[src/rtl/usb_token_decoder_if.sv]
// axi_stream_iface -- byte stream carrying received USB packets, PID byte first.
//
// Handshake: a beat transfers on a rising clk edge where tvalid && tready are
// both 1. The master holds tdata/tlast stable while tvalid=1 and tready=0.
// tlast marks the final byte of a packet.
//
// Signals:
//   tvalid  master -> slave  beat present
//   tready  slave  -> master slave can accept the beat
//   tdata   master -> slave  packet byte
//   tlast   master -> slave  last byte of packet
interface axi_stream_iface;
  logic       tvalid;
  logic       tready;
  logic [7:0] tdata;
  logic       tlast;

  modport master (output tvalid, output tdata, output tlast, input tready);
  modport slave  (input tvalid, input tdata, input tlast, output tready);
endinterface

[src/rtl/usb_token_decoder.sv]
// usb_token_decoder -- decodes received USB packets into token (OUT/IN/SETUP),
// SOF and "other packet" events, with CRC5/length/PID/endpoint error pulses.
//
// Ports:
//   clk, rst_n       clock, synchronous active-low reset
//   rx               slave byte stream (tready tied high)
//   dev_addr         assigned device address, used for token filtering
//   tok_valid/type/addr/ep   accepted token pulse and its fields
//   sof_valid/sof_frame      start-of-frame pulse and frame number
//   other_valid/other_pid    non-token packet start pulse and PID[3:0]
//   err_pid/crc/len/ep       one-cycle error pulses
//   err_count        saturating count of cycles with an error pulse
//   dbg_state        current decoder state
module usb_token_decoder #(
  parameter int NUM_EP      = 16,
  parameter int CHECK_CRC   = 1,
  parameter int ADDR_FILTER = 1
) (
  input  logic        clk,
  input  logic        rst_n,
  axi_stream_iface.slave rx,
  input  logic [6:0]  dev_addr,
  output logic        tok_valid,
  output logic [1:0]  tok_type,
  output logic [6:0]  tok_addr,
  output logic [3:0]  tok_ep,
  output logic        sof_valid,
  output logic [10:0] sof_frame,
  output logic        other_valid,
  output logic [3:0]  other_pid,
  output logic        err_pid,
  output logic        err_crc,
  output logic        err_len,
  output logic        err_ep,
  output logic [15:0] err_count,
  output logic [2:0]  dbg_state
);

  typedef enum logic [2:0] {S_IDLE, S_TOK1, S_TOK2, S_CHECK, S_SKIP} state_e;
  typedef enum logic [2:0] {EV_NONE, EV_PID, EV_LEN, EV_OTHER,
                            EV_CRC, EV_SOF, EV_EP, EV_TOK} ev_e;

  localparam logic [4:0] EP_LIM = 5'(NUM_EP);

  // CRC5 over 11 bits LSB-first, poly x^5+x^2+1, init all ones; returns the
  // raw remainder (the packet carries its inverse).
  function automatic logic [4:0] crc5_rem(input logic [10:0] d);
    logic [4:0] c;
    logic       fb;
    c = 5'h1f;
    for (int i = 0; i < 11; i++) begin
      fb = d[i] ^ c[4];
      c  = {c[3:0], 1'b0} ^ (fb ? 5'b00101 : 5'b00000);
    end
    return c;
  endfunction

  state_e      state_q, state_d;
  logic [1:0]  pid_hi_q, pid_hi_d;
  logic [7:0]  byte1_q, byte1_d, byte2_q, byte2_d;
  ev_e         pend_ev_q, pend_ev_d;
  logic [3:0]  pend_pid_q, pend_pid_d;
  logic        tok_valid_q, tok_valid_d, sof_valid_q, sof_valid_d;
  logic        other_valid_q, other_valid_d;
  logic [1:0]  tok_type_q, tok_type_d;
  logic [6:0]  tok_addr_q, tok_addr_d;
  logic [3:0]  tok_ep_q, tok_ep_d, other_pid_q, other_pid_d;
  logic [10:0] sof_frame_q, sof_frame_d;
  logic        err_pid_q, err_pid_d, err_crc_q, err_crc_d;
  logic        err_len_q, err_len_d, err_ep_q, err_ep_d;
  logic [15:0] err_count_q, err_count_d;

  ev_e        beat_ev, check_ev, out_ev;
  logic [3:0] out_pid, ck_ep;
  logic [6:0] ck_addr;
  logic       pid_ok, crc_ok, any_err;

  assign rx.tready = 1'b1;
  assign ck_ep     = {byte2_q[2:0], byte1_q[7]};
  assign ck_addr   = byte1_q[6:0];
  assign pid_ok    = (rx.tdata[7:4] == ~rx.tdata[3:0]);

  // Packet framing: CHECK handles an arriving beat exactly like IDLE so a
  // packet that follows a token back-to-back loses no byte.
  always_comb begin
    state_d  = state_q;
    pid_hi_d = pid_hi_q;
    byte1_d  = byte1_q;
    byte2_d  = byte2_q;
    beat_ev  = EV_NONE;
    if (state_q == S_CHECK) state_d = S_IDLE;
    if (rx.tvalid) begin
      unique case (state_q)
        S_IDLE, S_CHECK: begin
          if (!pid_ok) begin
            beat_ev = EV_PID;
            state_d = rx.tlast ? S_IDLE : S_SKIP;
          end else if (rx.tdata[1:0] == 2'b01) begin
            if (rx.tlast) begin
              beat_ev = EV_LEN;
              state_d = S_IDLE;
            end else begin
              pid_hi_d = rx.tdata[3:2];
              state_d  = S_TOK1;
            end
          end else begin
            beat_ev = EV_OTHER;
            state_d = rx.tlast ? S_IDLE : S_SKIP;
          end
        end
        S_TOK1: begin
          byte1_d = rx.tdata;
          if (rx.tlast) begin
            beat_ev = EV_LEN;
            state_d = S_IDLE;
          end else begin
            state_d = S_TOK2;
          end
        end
        S_TOK2: begin
          byte2_d = rx.tdata;
          if (rx.tlast) begin
            state_d = S_CHECK;
          end else begin
            beat_ev = EV_LEN;
            state_d = S_SKIP;
          end
        end
        S_SKIP:  if (rx.tlast) state_d = S_IDLE;
        default: state_d = S_IDLE;
      endcase
    end
  end

  // Verdict on a complete 3-byte token, meaningful only in CHECK.
  always_comb begin
    crc_ok   = (CHECK_CRC == 0) || (byte2_q[7:3] == ~crc5_rem({ck_ep, ck_addr}));
    check_ev = EV_NONE;
    if (!crc_ok)                                   check_ev = EV_CRC;
    else if (pid_hi_q == 2'b01)                    check_ev = EV_SOF;
    else if (ADDR_FILTER != 0 && ck_addr != dev_addr) check_ev = EV_NONE;
    else if ({1'b0, ck_ep} >= EP_LIM)              check_ev = EV_EP;
    else                                           check_ev = EV_TOK;
  end

  // Output slot arbitration. The CHECK verdict owns its cycle; a beat event
  // decoded in the same cycle slips into a one-entry pending slot and is
  // emitted next cycle. While the slot is busy each new beat event takes its
  // place, so order is preserved and at most one pulse fires per cycle.
  always_comb begin
    out_ev     = EV_NONE;
    out_pid    = rx.tdata[3:0];
    pend_ev_d  = EV_NONE;
    pend_pid_d = pend_pid_q;
    if (state_q == S_CHECK) begin
      out_ev     = check_ev;
      pend_ev_d  = beat_ev;
      pend_pid_d = rx.tdata[3:0];
    end else if (pend_ev_q != EV_NONE) begin
      out_ev     = pend_ev_q;
      out_pid    = pend_pid_q;
      pend_ev_d  = beat_ev;
      pend_pid_d = rx.tdata[3:0];
    end else begin
      out_ev = beat_ev;
    end

    tok_valid_d   = (out_ev == EV_TOK);
    sof_valid_d   = (out_ev == EV_SOF);
    other_valid_d = (out_ev == EV_OTHER);
    err_pid_d     = (out_ev == EV_PID);
    err_len_d     = (out_ev == EV_LEN);
    err_crc_d     = (out_ev == EV_CRC);
    err_ep_d      = (out_ev == EV_EP);
    any_err       = err_pid_d | err_len_d | err_crc_d | err_ep_d;

    tok_type_d  = tok_type_q;
    tok_addr_d  = tok_addr_q;
    tok_ep_d    = tok_ep_q;
    sof_frame_d = sof_frame_q;
    other_pid_d = other_pid_q;
    if (tok_valid_d) begin
      tok_type_d = pid_hi_q;
      tok_addr_d = ck_addr;
      tok_ep_d   = ck_ep;
    end
    if (sof_valid_d)   sof_frame_d = {ck_ep, ck_addr};
    if (other_valid_d) other_pid_d = out_pid;

    err_count_d = err_count_q;
    if (any_err && err_count_q != 16'hffff) err_count_d = err_count_q + 16'd1;
  end

  always_ff @(posedge clk) begin
    if (!rst_n) begin
      state_q       <= S_IDLE;
      pid_hi_q      <= '0;
      byte1_q       <= '0;
      byte2_q       <= '0;
      pend_ev_q     <= EV_NONE;
      pend_pid_q    <= '0;
      tok_valid_q   <= 1'b0;
      sof_valid_q   <= 1'b0;
      other_valid_q <= 1'b0;
      tok_type_q    <= '0;
      tok_addr_q    <= '0;
      tok_ep_q      <= '0;
      sof_frame_q   <= '0;
      other_pid_q   <= '0;
      err_pid_q     <= 1'b0;
      err_crc_q     <= 1'b0;
      err_len_q     <= 1'b0;
      err_ep_q      <= 1'b0;
      err_count_q   <= '0;
    end else begin
      state_q       <= state_d;
      pid_hi_q      <= pid_hi_d;
      byte1_q       <= byte1_d;
      byte2_q       <= byte2_d;
      pend_ev_q     <= pend_ev_d;
      pend_pid_q    <= pend_pid_d;
      tok_valid_q   <= tok_valid_d;
      sof_valid_q   <= sof_valid_d;
      other_valid_q <= other_valid_d;
      tok_type_q    <= tok_type_d;
      tok_addr_q    <= tok_addr_d;
      tok_ep_q      <= tok_ep_d;
      sof_frame_q   <= sof_frame_d;
      other_pid_q   <= other_pid_d;
      err_pid_q     <= err_pid_d;
      err_crc_q     <= err_crc_d;
      err_len_q     <= err_len_d;
      err_ep_q      <= err_ep_d;
      err_count_q   <= err_count_d;
    end
  end

  assign tok_valid   = tok_valid_q;
  assign tok_type    = tok_type_q;
  assign tok_addr    = tok_addr_q;
  assign tok_ep      = tok_ep_q;
  assign sof_valid   = sof_valid_q;
  assign sof_frame   = sof_frame_q;
  assign other_valid = other_valid_q;
  assign other_pid   = other_pid_q;
  assign err_pid     = err_pid_q;
  assign err_crc     = err_crc_q;
  assign err_len     = err_len_q;
  assign err_ep      = err_ep_q;
  assign err_count   = err_count_q;
  assign dbg_state   = state_q;

endmodule

[src/flat_wrapper.sv]
// flat-port wrapper written by rule: the top's interface ports become plain ports
module usb_token_decoder_flat 
#(
  parameter int NUM_EP      = 16,
  parameter int CHECK_CRC   = 1,
  parameter int ADDR_FILTER = 1
)
  (clk, rst_n, dev_addr, tok_valid, tok_type, tok_addr, tok_ep, sof_valid, sof_frame, other_valid, other_pid, err_pid, err_crc, err_len, err_ep, err_count, dbg_state, rx_tvalid, rx_tdata, rx_tlast, rx_tready);
  axi_stream_iface rx_i ();
  input  logic clk;
  input  logic rst_n;
  input  logic [6:0] dev_addr;
  output logic tok_valid;
  output logic [1:0] tok_type;
  output logic [6:0] tok_addr;
  output logic [3:0] tok_ep;
  output logic sof_valid;
  output logic [10:0] sof_frame;
  output logic other_valid;
  output logic [3:0] other_pid;
  output logic err_pid;
  output logic err_crc;
  output logic err_len;
  output logic err_ep;
  output logic [15:0] err_count;
  output logic [2:0] dbg_state;
  input wire logic [$bits(rx_i.tvalid)-1:0] rx_tvalid;
  input wire logic [$bits(rx_i.tdata)-1:0] rx_tdata;
  input wire logic [$bits(rx_i.tlast)-1:0] rx_tlast;
  output wire logic [$bits(rx_i.tready)-1:0] rx_tready;
  assign rx_i.tvalid = rx_tvalid;
  assign rx_i.tdata = rx_tdata;
  assign rx_i.tlast = rx_tlast;
  assign rx_tready = rx_i.tready;
  usb_token_decoder #(.NUM_EP(NUM_EP), .CHECK_CRC(CHECK_CRC), .ADDR_FILTER(ADDR_FILTER)) u_core (.clk(clk), .rst_n(rst_n), .rx(rx_i), .dev_addr(dev_addr), .tok_valid(tok_valid), .tok_type(tok_type), .tok_addr(tok_addr), .tok_ep(tok_ep), .sof_valid(sof_valid), .sof_frame(sof_frame), .other_valid(other_valid), .other_pid(other_pid), .err_pid(err_pid), .err_crc(err_crc), .err_len(err_len), .err_ep(err_ep), .err_count(err_count), .dbg_state(dbg_state));
endmodule
[config.mk]
export PLATFORM = sky130hd
export DESIGN_NAME = usb_token_decoder_flat
export DESIGN_NICKNAME = d
export VERILOG_FILES = /design/src/rtl/usb_token_decoder_if.sv /design/src/rtl/usb_token_decoder.sv /design/src/flat_wrapper.sv
export SDC_FILE = /design/constraint.sdc
export NUM_CORES = 1
export LEC_CHECK = 0
export CAP_MARGIN = 20
export CORE_MARGIN = 3
export CORE_UTILIZATION = 25
export DETAILED_ROUTE_END_ITERATION = 8
export MAX_ROUTING_LAYER = met4
export SLEW_MARGIN = 10
export SYNTH_ARGS = -nofsm -noshare
export SYNTH_HDL_FRONTEND = slang
export SYNTH_SLANG_ARGS = --single-unit
[constraint.sdc]
create_clock -name clk -period 3.6 [get_ports clk]
set_input_delay 0.72 -clock clk [delete_from_list [all_inputs] [get_ports clk]]
set_output_delay 0.72 -clock clk [all_outputs]
set_load 0.01 [all_outputs]
==> impl_summary.txt, run 1 <==
----------------------------------------------------
[Yosys]
  Cell area after synthesis ... 3770 um2
  Proportion of synthesized flip-flops having asynchronous set or reset ... 0%
  Leading register cell type out of synthesis ... sky130_fd_sc_hd__dfxtp_1
  EDFF count, synth ... 0
  Most frequent cell after synthesis ... sky130_fd_sc_hd__dfxtp_1
  Nets in the synthesized netlist ... about 440
  Number of register bits inferred by synthesis ... 78
  Gate count after technology mapping ... ~420
  Top post-synthesis cells by count ... 78 x sky130_fd_sc_hd__dfxtp_1, 69 x sky130_fd_sc_hd__nand2_1, 47 x sky130_fd_sc_hd__mux2i_1
  Area contributors post-synth ... sky130_fd_sc_hd__dfxtp_1 41%, sky130_fd_sc_hd__mux2i_1 12%, sky130_fd_sc_hd__nand2_1 6.9%
  Library cells used by synthesis ... 50
  Average cell area after synthesis ... ~8.9 um2
  Area share of the leading cell type in the synthesized netlist ... 41.4%
  Portion of the post-synthesis area used by sequential elements ... 41.4%
  Yosys Warn Count ... 0
  Library cell occupying the most area in the post-synthesis netlist ... sky130_fd_sc_hd__dfxtp_1

[STA]
  Final TNS setup ... 0 ps
  Post-layout min period ... 3070 ps
  Final hold violation count ... 0
  Crit share post-route ... between 80% and 90%
  Worst Skew ... around 11 ps
  Worst-Margin Slew ... just over 700 ps
  RSZ-0062 raised after global routing ... false
  Post-route worst setup slack ... roughly 530 ps
  Peak clock frequency supported by timing ... 0.326 GHz
  Relative slew slack ... ~52%
  Setup violators final ... 0
  Final Slew Violations ... 0

[Floorplan]
  Floorplan die area ... between 15000 and 20000 um2
  Floorplan row count ... between 40 and 50
  Horiz. Die Dim ... 129 um
  Effective utilization at floorplan ... between 20 and 30%
  Top-level port count ... 74
  Core region area ... 14600 um2
  Vert. Die Dim ... approximately 130 um

[Final layout]
  Post-layout nets ... between 500 and 600
  Layout Utilization ... between 30% and 40%
  Final instance area ... ~5000 um2
  Ratio of cells with drive above 1 in the final layout ... roughly 7.9%
  Diodes inserted ... 0
  Area growth from synthesis to layout ... 32.4%

[Route]
  Detailed Route WL ... around 9900 um
  Routed wl met2 ... approximately 4700 um
  Antenna-violating nets left ... 0
  Detail-routed via count per cell ... approximately 4.6
  Routed wire per std cell ... 14.6 um
  Highest routed metal layer ... met4
  Met1 routed wirelength after detailed routing ... between 4000 and 5000 um
  WL met3 ... 358 um
  Initial drt markers ... between 150 and 200
  Via Count ... about 3100
  DR pass1 iterations ... 4
  Post-detailed-route DRC marker count ... 0

[Global route]
  Wire length of the first global-routing pass ... roughly 16000 um
  Residual overflow from global routing ... 0
  Vias in the first global route ... about 3100
  Overall Global Routing Usage ... approximately an eighth
  Pin count of the biggest net entering global routing ... 39
  Initial antenna violation count ... 0

[Clock network]
  H-Tree Depth ... 3
  Clock slew at the register clock pins of the worst setup and hold paths ... approximately 60 ps
  Buffers from clock root to sink, at most ... 2
  Number of buffers created by CTS ... 9
  Number of buffers inserted by hold repair at cts ... 0
  Post-CTS Resized ... 0
  Clock latency at the later pin of the worst-skew pair ... between 300 and 400 ps
  Post CTS Setup Buffer Count ... 0
  TritonCTS clock tree ... built
  Number of clock sinks ... between 70 and 80
  Clock tree root driver cell ... sky130_fd_sc_hd__clkbuf_16

[Setup path]
  Endpoint class of the critical path ... flip-flop
  Crit path max fanout ... 16
  Critical Path Start Type ... input port
  Flop2flop setup slack ... around 560 ps
  Crit path DAT ... roughly 3300 ps
  First element of the critical path ... rx_tdata[5]
  R2R cell count ... 7
  Data required time at the worst endpoint ... roughly 3900 ps
  Beginning of the worst register-to-register path ... u_core.byte1_q[7]
  Critical path class ... input port to flip-flop

[Pwr]
  Pleak ... roughly 1.8 nW
  Worst vdd ir ... roughly 0.00019 V
  Sequential power share ... 44.2%
  Sw Ratio ... a little under a quarter
  Proportion of power drawn by combinational gates ... under 10%
  Cell-internal power ... about 1.5 mW
  Share of power burned in the clock network ... 49.7%
  Net switching power ... approximately 0.45 mW
  Power Dens Cells ... approximately 400 nW/um2

[Job]
  Max_cap viols ... 0

[Place]
  Quantity of I/O buffers inserted on ports ... 72
  Worst slack at placement ... approximately 220 ps
  Placer Congestion ... 0.846
  Post-DP Area ... 4670 um2
  Estimated wirelength of the detail-placed design ... ~7300 um

[Status]
  Run status ... complete, no violations

[Worst hold path]
  Min-Delay Path Depth ... 2
  Startpoint of the worst hold path ... u_core.pend_pid_q[0]
  Worst hold path class ... flip-flop to flip-flop

----------------------------------------------------
-- registers in the layout, summed over array words and instances (netlist names), 2 cells and up --
signal / count
u_core.err_count: 16
u_core.sof_frame: 11
u_core.byte1_q: 8
u_core.byte2_q: 8
u_core.tok_addr: 7
u_core.other_pid: 4
u_core.pend_pid_q: 4
u_core.tok_ep: 4
u_core.dbg_state: 3
u_core.pend_ev_q: 2
u_core.pid_hi_q: 2
u_core.tok_type: 2
-- area by class of cell --
type	instances	area, um2
multi-input cells	309	2030
repair buffers	85	818
clock buffers	10	229
well taps	184	230
fillers	1492	9660
inverters	8	30.0
flip-flops and latches	78	1560
clock inverters	6	86.3
-- final timing paths --
kind	endpoint
worst max-delay path	u_core.err_count[5]
worst min-delay path	u_core.pend_pid_q[0]
worst max register to register	u_core.err_count[13]
worst min register to register	u_core.pend_pid_q[0]
-- worst max-delay path: stages --
cell and delay [ps]:
sky130_fd_sc_hd__clkdlybuf4s50_1 480, sky130_fd_sc_hd__xnor2_1 170, sky130_fd_sc_hd__nor4_2 470, sky130_fd_sc_hd__a32oi_1 270, sky130_fd_sc_hd__o311ai_4 290, sky130_fd_sc_hd__mux2i_1 110, sky130_fd_sc_hd__buf_4 210, sky130_fd_sc_hd__a2111oi_2 400
sky130_fd_sc_hd__mux2i_1 220
-- power groups by stage --
stage | clock network [mW] | registers (mW) | logic, mW
2_1_floorplan | 0 | 0.896 | 0.0614
3_3_place_gp | 0 | 0.895 | 0.117
3_5_place_dp | 0 | 0.895 | 0.120
4_1_cts | 1.01 | 0.876 | 0.121
5_1_grt | 1.04 | 0.876 | 0.131
6_report | 0.984 | 0.876 | 0.120
-- kinds of logic (layout without fill, tap and decap cells) --
kind of cell | Yosys count | count (layout) | share of synthesized area, %
and+or+nand+nor | 172 | 172 | 21.3
DFF | 78 | 78 | 41.4
AOI/OAI and AO/OA | 61 | 61 | 11.3
muxes | 47 | 47 | 12.5
buffers and inverters | 36 | 109 | 4.62
xor gates and xnor gates | 25 | 25 | 8.04
adders and majority gates | 2 | 2 | 0.598
other | 2 | 2 | 0.199
-- metal layers --
layer / track usage [%] / vias to the layer above
met2: 20.0 / 59
met3: 3.28 / 12
li1: - / 1586
met5: - / -
met4: 4.26 / 0
met1: 15.5 / 1489
-- layout by cell type (no fill, tap or decap), drive strengths merged, types with 5 or more instances in the layout --
cell type,n
xnor3,5
a211oi,12
clkbuf,10
nand4,7
and3,5
nand3,13
nor2,44
nand2,69
xnor2,15
dfxtp,78
a21oi,30
nand2b,17
clkdlybuf4s50,72
mux2i,47
inv,8
buf,13
-- through the flow --
stage	hold slack, ps	std cells	total power [mW]
floorplan	437	423	0.958
global placement	450	664	1.01
detailed placement	462	664	1.02
CTS	471	680	2.01
global route	489	680	2.05
finish	468	680	1.98
(Power assumes the default switching activity.)
==> run 2: changes to the inputs <==
--- a/config.mk
+++ b/config.mk
@@ -6,8 +6,9 @@
 export NUM_CORES = 1
 export LEC_CHECK = 0
 export CAP_MARGIN = 20
-export CORE_MARGIN = 3
+export CORE_MARGIN = 2
 export CORE_UTILIZATION = 25
+export CTS_CLUSTER_DIAMETER = 60
 export DETAILED_ROUTE_END_ITERATION = 8
 export MAX_ROUTING_LAYER = met4
 export SLEW_MARGIN = 10
==> impl_summary.txt, run 2 (synthesis gave the netlist of run 1 again) <==
----------------------------------------------------
[Status]
  Run status ... complete, no violations

[Final layout]
  Max reg flops ... 16 (unchanged)
  Post-layout nets ... 511 (unchanged)
  Most common library cell in the layout ignoring fill and taps ... sky130_fd_sc_hd__dfxtp_1
  Non-filler cells, final ... 680 (unchanged)
  Ratio of cells with drive above 1 in the final layout ... 7.86% (unchanged)
  Diodes inserted ... 0 (unchanged)
  Layout filler cell count ... 1502 (+0.67%)
  Area growth from synthesis to layout ... 33.3%
  Commonest cells after routing, fill and taps aside ... 78 x sky130_fd_sc_hd__dfxtp_1, 72 x sky130_fd_sc_hd__clkdlybuf4s50_1, 69 x sky130_fd_sc_hd__nand2_1, 47 x sky130_fd_sc_hd__mux2i_1, 44 x sky130_fd_sc_hd__nor2_1

[STA]
  Crit share post-route ... 83.6% (-1.6 points)
  Worst Skew ... 11.0 ps (-0.403 ps)
  Worst-Margin Slew ... 678 ps (-44.4 ps)
  RSZ-0062 raised after global routing ... false
  Post-layout min period ... 3010 ps (-58.5 ps)
  Peak clock frequency supported by timing ... 0.332 GHz (+1.9%)
  Relative slew slack ... 54.8% (+3.0 points)
  Final TNS setup ... 0 ps (unchanged)
  Setup violators final ... 0 (unchanged)
  Final Slew Violations ... 0 (unchanged)
  Final hold violation count ... 0 (unchanged)

[Clock network]
  Clock latency at the later pin of the worst-skew pair ... 340 ps (about the same)
  H-Tree Depth ... 3 (unchanged)
  TritonCTS clock tree ... built
  Post CTS Setup Buffer Count ... 0 (unchanged)
  Clock slew at the register clock pins of the worst setup and hold paths ... 60 ps (about the same)
  Number of buffers inserted by hold repair at cts ... 0 (unchanged)
  Number of clock sinks ... 78 (unchanged)
  Post-CTS Resized ... 0 (unchanged)
  Number of buffers created by CTS ... 9 (unchanged)
  Buffers from clock root to sink, at most ... 2 (unchanged)
  Clock tree root driver cell ... sky130_fd_sc_hd__clkbuf_16

[Setup path]
  Destination of the worst register-to-register timing path ... u_core.err_count[3]
  R2R cell count ... 8 (+1)
  Endpoint class of the critical path ... flip-flop
  Critical path class ... flip-flop to flip-flop
  Critical Path Start Type ... flip-flop
  Longest individual stage delay on the worst path ... 540 ps (+60 ps)
  Beginning of the worst register-to-register path ... u_core.byte1_q[7]
  Data required time at the worst endpoint ... 3820 ps (-50 ps)
  Cell with the largest stage delay on the worst path ... sky130_fd_sc_hd__nand2b_1
  Flop2flop setup slack ... 590 ps (+30 ps)
  Crit path cell chain ... xnor3_1, xor2_1, or3_1, a211oi_2, buf_4, nand2b_1, a211oi_1, mux2i_1
  Crit path DAT ... 3230 ps (-110 ps)
  Crit path max fanout ... 16 (unchanged)

[Pwr]
  Power Dens Cells ... 409 nW/um2 (+3.2%)
  Pleak ... 1.80 nW (+0.76%)
  Worst vdd ir ... 0.000160 V (-15%)

[Floorplan]
  Core region area ... 14600 um2 (unchanged)
  Floorplan die area ... 16100 um2 (-3.1%)
  Vert. Die Dim ... 127 um (-1.6%)
  Top-level port count ... 74 (unchanged)
  Effective utilization at floorplan ... 25.7% (unchanged)
  Horiz. Die Dim ... 127 um (-1.6%)
  Floorplan row count ... 44 (unchanged)

[Route]
  Initial drt markers ... 225 (+37%)
  Routed wire per std cell ... 14.4 um (-1.1%)
  Detailed Route WL ... 9820 um (-1.1%)
  DR pass1 iterations ... 4 (unchanged)
  Via Count ... 3223 (+2.4%)
  Antenna-violating nets left ... 0 (unchanged)
  Detail-routed via count per cell ... 4.74 (+2.4%)
  Post-detailed-route DRC marker count ... 0 (unchanged)

[Place]
  Placer Congestion ... 0.819 (-3.3%)
  Quantity of I/O buffers inserted on ports ... 72 (unchanged)
  Estimated wirelength of the detail-placed design ... 7250 um (-1.1%)
  Placed Cells ... 664 (unchanged)

[Global route]
  Vias in the first global route ... 3221 (+3.7%)
  Pin count of the biggest net entering global routing ... 37 (-5.1%)
  Initial antenna violation count ... 0 (unchanged)
  Wire length of the first global-routing pass ... 15900 um (about the same)
  Residual overflow from global routing ... 0 (unchanged)
  Overall Global Routing Usage ... 12.9% (+0.28 points)

[Worst hold path]
  Startpoint of the worst hold path ... u_core.pend_pid_q[1]
  Min-Delay Path Depth ... 2 (unchanged)
  End point of the most critical hold path ... u_core.pend_pid_q[1]
  Worst hold path class ... flip-flop to flip-flop

[Job]
  Max_cap viols ... 0 (unchanged)

----------------------------------------------------
[run 2: metrics by stage]
| step | area (um2) | power, mW | setup WS, ps | hold WS, ps | util, % |
|---|---|---|---|---|---|
| 3_3_place_gp | 4670 | 1.01 | 310 | 450 | 31.9 |
| 4_1_cts | 5020 | 2.08 | 550 | 472 | 34.3 |
| 3_5_place_dp | 4670 | 1.02 | 198 | 463 | 31.9 |
| 5_1_grt | 5020 | 2.13 | 420 | 492 | 34.3 |
| 2_1_floorplan | 3770 | 0.958 | 919 | 437 | - |
| 6_report | 5020 | 2.06 | 590 | 474 | 34.3 |
[run 2: cell type report]
type                    instances  area (um2)  area share, %
multi-input cells             309        2030           40.5
flip-flops and latches         78        1560           31.1
repair buffers                 85         818           16.3
clock buffers                  11         243           4.83
well taps                     184         230           4.59
clock inverters                 5         106           2.12
inverters                       8        30.0          0.598
[run 2: worst max-delay path: cells and delay by family (launching register included)]
kind / cells / cell delay (ps)
simple gates: 2 / 900
xor+xnor: 2 / 670
compound gates: 2 / 520
flops: 1 / 430
buf+inv: 1 / 190
mux: 1 / 160
[run 2: how the worst max path moves through the flow]
stage                      start                   end  slack [ps]  cells past startpoint
2_1_floorplan        rx_tdata[5]  u_core.err_count[14]         920                      8
3_3_place_gp         rx_tdata[5]   u_core.err_count[5]         310                      9
3_5_place_dp         rx_tdata[5]   u_core.err_count[5]         200                      9
4_1_cts              rx_tdata[5]   u_core.err_count[5]         550                      9
5_1_grt              rx_tdata[4]   u_core.err_count[5]         420                      9
6_report       u_core.byte1_q[7]   u_core.err_count[3]         590                      8
[run 2: power by group]
part / internal [mW] / switching, mW / leakage, nW / total [mW]
Sequential: 0.869 / 0.00675 / 0.629 / 0.876
Clock: 0.697 / 0.362 / 0.166 / 1.06
Combinational: 0.0551 / 0.0651 / 1.00 / 0.120
Total: 1.62 / 0.434 / 1.80 / 2.06
[run 2: metal layers]
layer / vias up / track usage, % / routed length [um]
met3: 19 / 4.09 / 529
met5: - / - / 0
li1: 1587 / - / -
met2: 92 / 20.8 / 4740
met4: 0 / 4.85 / 217
met1: 1525 / 15.0 / 4330
==> RTL edit 1 (settings of run 1) <==
`NUM_EP` is set to 16 in 2 places; all go to 12.
--- a/src/rtl/usb_token_decoder.sv
+++ b/src/rtl/usb_token_decoder.sv
@@ -12,7 +12,7 @@
 //   err_count        saturating count of cycles with an error pulse
 //   dbg_state        current decoder state
 module usb_token_decoder #(
-  parameter int NUM_EP      = 16,
+  parameter int NUM_EP      = 12,
   parameter int CHECK_CRC   = 1,
   parameter int ADDR_FILTER = 1
 ) (
--- a/src/flat_wrapper.sv
+++ b/src/flat_wrapper.sv
@@ -1,7 +1,7 @@
 // flat-port wrapper written by rule: the top's interface ports become plain ports
 module usb_token_decoder_flat 
 #(
-  parameter int NUM_EP      = 16,
+  parameter int NUM_EP      = 12,
   parameter int CHECK_CRC   = 1,
   parameter int ADDR_FILTER = 1
 )
Formal check against the unedited RTL: not equivalent (a bounded check fails within 10 cycles, from zero or initial values and one cycle with rst_n low).
==> RTL edit 1 against run 1 <==
Synthesized area is 3.7% lower; sequential cell count unchanged; largest cell class unchanged; count of clock-buffer cells in the layout unchanged; cell area fell by 3.0%; largest power group is now registers; maximum frequency shrank 4.3%; first-iteration DRC count is 17% lower; total power shrank 7.1%; sequential power hardly changed; wire length down 2.0%; setup slack worse by 0.14 ns; critical endpoint is now u_core.err_count[13]$_SDFFE_PN0P_.
==> RTL edit 1: results (changes against run 1) <==
<table>
<tr><th>Metric</th><th>Value</th></tr>
<tr><th colspan="2">Setup path</th></tr>
<tr><td>Maximum fanout along the worst path</td><td>29 (+13)</td></tr>
<tr><td>Largest stage delay on the critical path</td><td>0.50 ns (+0.02 ns)</td></tr>
<tr><td>Data arrival time of the critical path</td><td>3.47 ns (+0.13 ns)</td></tr>
<tr><td>Startpoint of the most critical register-to-register path</td><td>u_core.byte1_q[1]$_SDFFE_PN0P_</td></tr>
<tr><td>Number of cells traversed by the worst register-to-register path</td><td>8 (+1)</td></tr>
<tr><td>Endpoint of the most critical setup path</td><td>u_core.err_count[13]$_SDFFE_PN0P_</td></tr>
<tr><th colspan="2">Final layout</th></tr>
<tr><td>Share of layout cells above drive strength 1</td><td>0.0827 (+0.00405)</td></tr>
<tr><td>Net count reported at finish</td><td>524 (+2.5%)</td></tr>
<tr><th colspan="2">Route</th></tr>
<tr><td>Routed Wire Length</td><td>9730 um (-2.0%)</td></tr>
<tr><td>DR vias</td><td>3,210 (+2.0%)</td></tr>
<tr><td>Iteration-0 DRC count of the detailed router</td><td>136 (-17%)</td></tr>
<tr><th colspan="2">Yosys</th></tr>
<tr><td>Portion of the post-synthesis area used by sequential elements</td><td>0.430 (+0.0159)</td></tr>
<tr><td>Synth Area in XOR/XNOR</td><td>0.0862 (+0.00583)</td></tr>
<tr><td>Mux share of post-synthesis cell area</td><td>0.0583 (-0.0666)</td></tr>
<tr><td>Cell types occupying the most area after synthesis</td><td>dfxtp_1 (43%), nand2_1 (6.4%), mux2i_1 (5.5%)</td></tr>
<tr><td>Post-synth cell types</td><td>53 (+6.0%)</td></tr>
<tr><td>Top cells by count, synth</td><td>dfxtp_1 (78), nand2_1 (62), nor2_1 (40)</td></tr>
<tr><th colspan="2">Place</th></tr>
<tr><td>Area after detailed placement</td><td>0.00456 sq mm (-2.3%)</td></tr>
<tr><td>HPWL after detailed placement</td><td>7190 um (-1.9%)</td></tr>
<tr><td>Routability congestion estimate from global placement</td><td>0.812 (-4.1%)</td></tr>
<tr><td>Pre-CTS setup slack</td><td>0.0195 ns (-0.195 ns)</td></tr>
<tr><td>Placed insts</td><td>673 (+1.4%)</td></tr>
<tr><th colspan="2">Pwr</th></tr>
<tr><td>Switching Fraction</td><td>0.232 (+0.00519)</td></tr>
<tr><td>Maximum ir drop on the vdd rail</td><td>0.167 mV (-11%)</td></tr>
<tr><th colspan="2">Timing</th></tr>
<tr><td>Transition at the pin with the smallest max-transition slack</td><td>0.782 ns (+0.0592 ns)</td></tr>
<tr><td>Clock Skews</td><td>0.00907 ns (-0.00237 ns)</td></tr>
<tr><th colspan="2">Outcome</th></tr>
<tr><td>Outcome</td><td>finished, final reports clean</td></tr>
</table>
RTL edit 1: cell count changes after synthesis, sizes merged, moves of 5 or more:
| cell | run 1 | this run |
|---|---|---|
| nor3 | 2 | 8 |
| nand2 | 69 | 62 |
| xnor2 | 15 | 9 |
| xor2 | 4 | 12 |
| mux2i | 47 | 20 |
| nand3 | 13 | 29 |
| o21ai | 4 | 27 |
| or3 | 1 | 15 |
| nand2b | 17 | 6 |
| clkbuf | 12 | 17 |
| a211oi | 12 | 4 |
| a21oi | 30 | 39 |
RTL edit 1: area by class of cell:
cell class,count,area (sq um)
clock inverter,5,35.0
fill,1423,9210
tap,180,225
inverter,6,22.5
clock buffer,10,239
multi-input combinational,319,1890
sequential,78,1560
timing repair buffer,90,868
RTL edit 1: layer usage:
layer | global-route usage | share of wire | vias up
met1 | 0.163 | 0.48 | 1497
met3 | 0.0282 | 0.045 | 13
li1 | - | - | 1627
met5 | - | 0 | -
met2 | 0.192 | 0.46 | 73
met4 | 0.0580 | 0.019 | 0
==> RTL edit 2 (config.mk and constraints of run 1) <==
Made on the original files. Remove the register `err_len_q`: a continuous assignment takes its place, so the output `err_len` follows one clock earlier.
--- a/src/rtl/usb_token_decoder.sv
+++ b/src/rtl/usb_token_decoder.sv
@@ -209,7 +209,6 @@
       other_pid_q   <= '0;
       err_pid_q     <= 1'b0;
       err_crc_q     <= 1'b0;
-      err_len_q     <= 1'b0;
       err_ep_q      <= 1'b0;
       err_count_q   <= '0;
     end else begin
@@ -229,11 +228,12 @@
       other_pid_q   <= other_pid_d;
       err_pid_q     <= err_pid_d;
       err_crc_q     <= err_crc_d;
-      err_len_q     <= err_len_d;
       err_ep_q      <= err_ep_d;
       err_count_q   <= err_count_d;
     end
   end
+
+  assign err_len_q = err_len_d;
 
   assign tok_valid   = tok_valid_q;
   assign tok_type    = tok_type_q;
Formal check against the unedited RTL: not equivalent (Yosys sat finds a counterexample within 4 cycles, from zero or initial values and one cycle with rst_n low).
==> RTL edit 2 against run 1 <==
Total power shrank 4.8%; sequential power decreased by 2%; sequential cell count is 1 lower; wire length down 0.37%; synthesized area down 2.4%; hold slack got worse by 0.014 ns; cell area shrank 0.18%; register-to-register slack improved by 0.11 ns; setup slack got worse by 0.39 ns; largest power group unchanged.
==> RTL edit 2: results (changes against run 1) <==
<table>
<tr><th>Metric</th><th>Value</th></tr>
<tr><th colspan="2">Place</th></tr>
<tr><td>Pre-CTS setup slack</td><td>-0.138 ns (-0.353 ns)</td></tr>
<tr><td>Placed insts</td><td>681 (+2.6%)</td></tr>
<tr><td>Routability congestion estimate from global placement</td><td>0.807 (-4.6%)</td></tr>
<tr><th colspan="2">Route</th></tr>
<tr><td>Iteration-0 DRC count of the detailed router</td><td>285 (+74%)</td></tr>
<tr><td>Routed wirelength normalized by instance count</td><td>14.2 um (-2.8%)</td></tr>
<tr><td>Drt via density</td><td>4.73 (+2.2%)</td></tr>
<tr><th colspan="2">GRT</th></tr>
<tr><td>First-pass GRT wire length</td><td>16,000 um (+0.52%)</td></tr>
<tr><td>Number of global-route vias before repair</td><td>3,141 (+1.2%)</td></tr>
<tr><td>Total Routing Usage GR</td><td>0.126 (about the same)</td></tr>
<tr><td>Global Route met1 Usage</td><td>0.167 (+0.0113)</td></tr>
<tr><td>Pin count of the biggest net entering global routing</td><td>34 (-13%)</td></tr>
<tr><td>Met2 layer usage reported by global route</td><td>0.191 (-0.00861)</td></tr>
<tr><td>Met3 track demand over resource</td><td>0.0234 (-0.00938)</td></tr>
<tr><th colspan="2">Pwr</th></tr>
<tr><td>Comb. pwr</td><td>0.124 mW (+3%)</td></tr>
<tr><td>Seq pwr</td><td>0.862 mW (-2%)</td></tr>
<tr><td>Total Power</td><td>1.88 mW (-4.8%)</td></tr>
<tr><th colspan="2">Yosys</th></tr>
<tr><td>Fraction of post-synthesis cell area in the top cell type by area</td><td>0.419 (+0.00471)</td></tr>
<tr><td>Cell types occupying the most area after synthesis</td><td>dfxtp_1 (42%), mux2i_1 (9.5%), nand2_1 (5.7%)</td></tr>
<tr><td>Synthesized netlist cell count</td><td>430 (+1.7%)</td></tr>
<tr><td>Post-synth cell types</td><td>51 (+2.0%)</td></tr>
<tr><th colspan="2">Final layout</th></tr>
<tr><td># fillers</td><td>1,425 (-4.5%)</td></tr>
<tr><td>Net count reported at finish</td><td>532 (+4.1%)</td></tr>
<tr><th colspan="2">Timing</th></tr>
<tr><td>Clock Skews</td><td>0.00571 ns (-0.00573 ns)</td></tr>
<tr><th colspan="2">Outcome</th></tr>
<tr><td>Outcome</td><td>finished, final reports clean</td></tr>
<tr><th colspan="2">Setup path</th></tr>
<tr><td>Startpoint of the most critical register-to-register path</td><td>u_core.byte1_q[3]$_SDFFE_PN0P_</td></tr>
</table>
==> RTL edit 2: changes by cell type after synthesis, moves of 4 or more <==
cell             run 1  this run
a211oi_1            10         0
a21oi_1             29        36
a311oi_1             4         0
mux2i_1             47        35
nand2_1             69        56
nand2b_1            17         8
nand3_1             12        18
nor2_1              44        50
nor3_1               2         9
o31ai_1              1         8
or4_1                0         9
xnor2_1             15         8
xnor3_1              5         1
xor2_1               4        17
==> RTL edit 2: area by class of cell <==
cell class	instances	area, sq um	share of cell area
clock buffer	11	233	0.0467
clock inverter	5	60.1	0.0121
inverter	6	22.5	0.00452
multi-input combinational	318	1970	0.395
sequential	77	1540	0.310
tap	180	225	0.0452
timing repair buffer	100	930	0.187
==> RTL edit 2: logic make-up after synthesis <==
family | count (synthesis) | synth area share
other | 2 | 0.00204
AO/OA/AOI/OAI | 68 | 0.115
buffers and inverters | 35 | 0.0459
XOR/XNOR | 28 | 0.0786
AND/OR/NAND/NOR | 183 | 0.238
flip-flops | 77 | 0.419
multiplexers | 35 | 0.0953
adder cells (fa/ha/maj) | 2 | 0.00612
==> RTL edit 2: path summary, 6_finish.rpt <==
kind                            slack, ns  cells past startpoint                               end
worst max-delay path                 0.14                      7                           err_len
worst min-delay path                 0.45                      2    u_core.byte2_q[4]$_SDFFE_PN0P_
worst max register to register       0.67                      9  u_core.err_count[9]$_SDFFE_PN0P_
worst min register to register       0.45                      2    u_core.byte2_q[4]$_SDFFE_PN0P_
==> RTL edit 2: worst max-delay path, cell delays in order <==
cell,delay [ns]
clkdlybuf4s50_1,0.57
xor2_1,0.23
nand4_1,0.14
or4_4,0.52
a21oi_4,0.14
and2_1,0.13
dlygate4sd2_1,0.30
==> RTL edit 2: timing repair <==
item / CTS / global route
setup endpoints to repair: 1 / 0
hold buffers: 0 / 0
resized for setup: 1 / 0
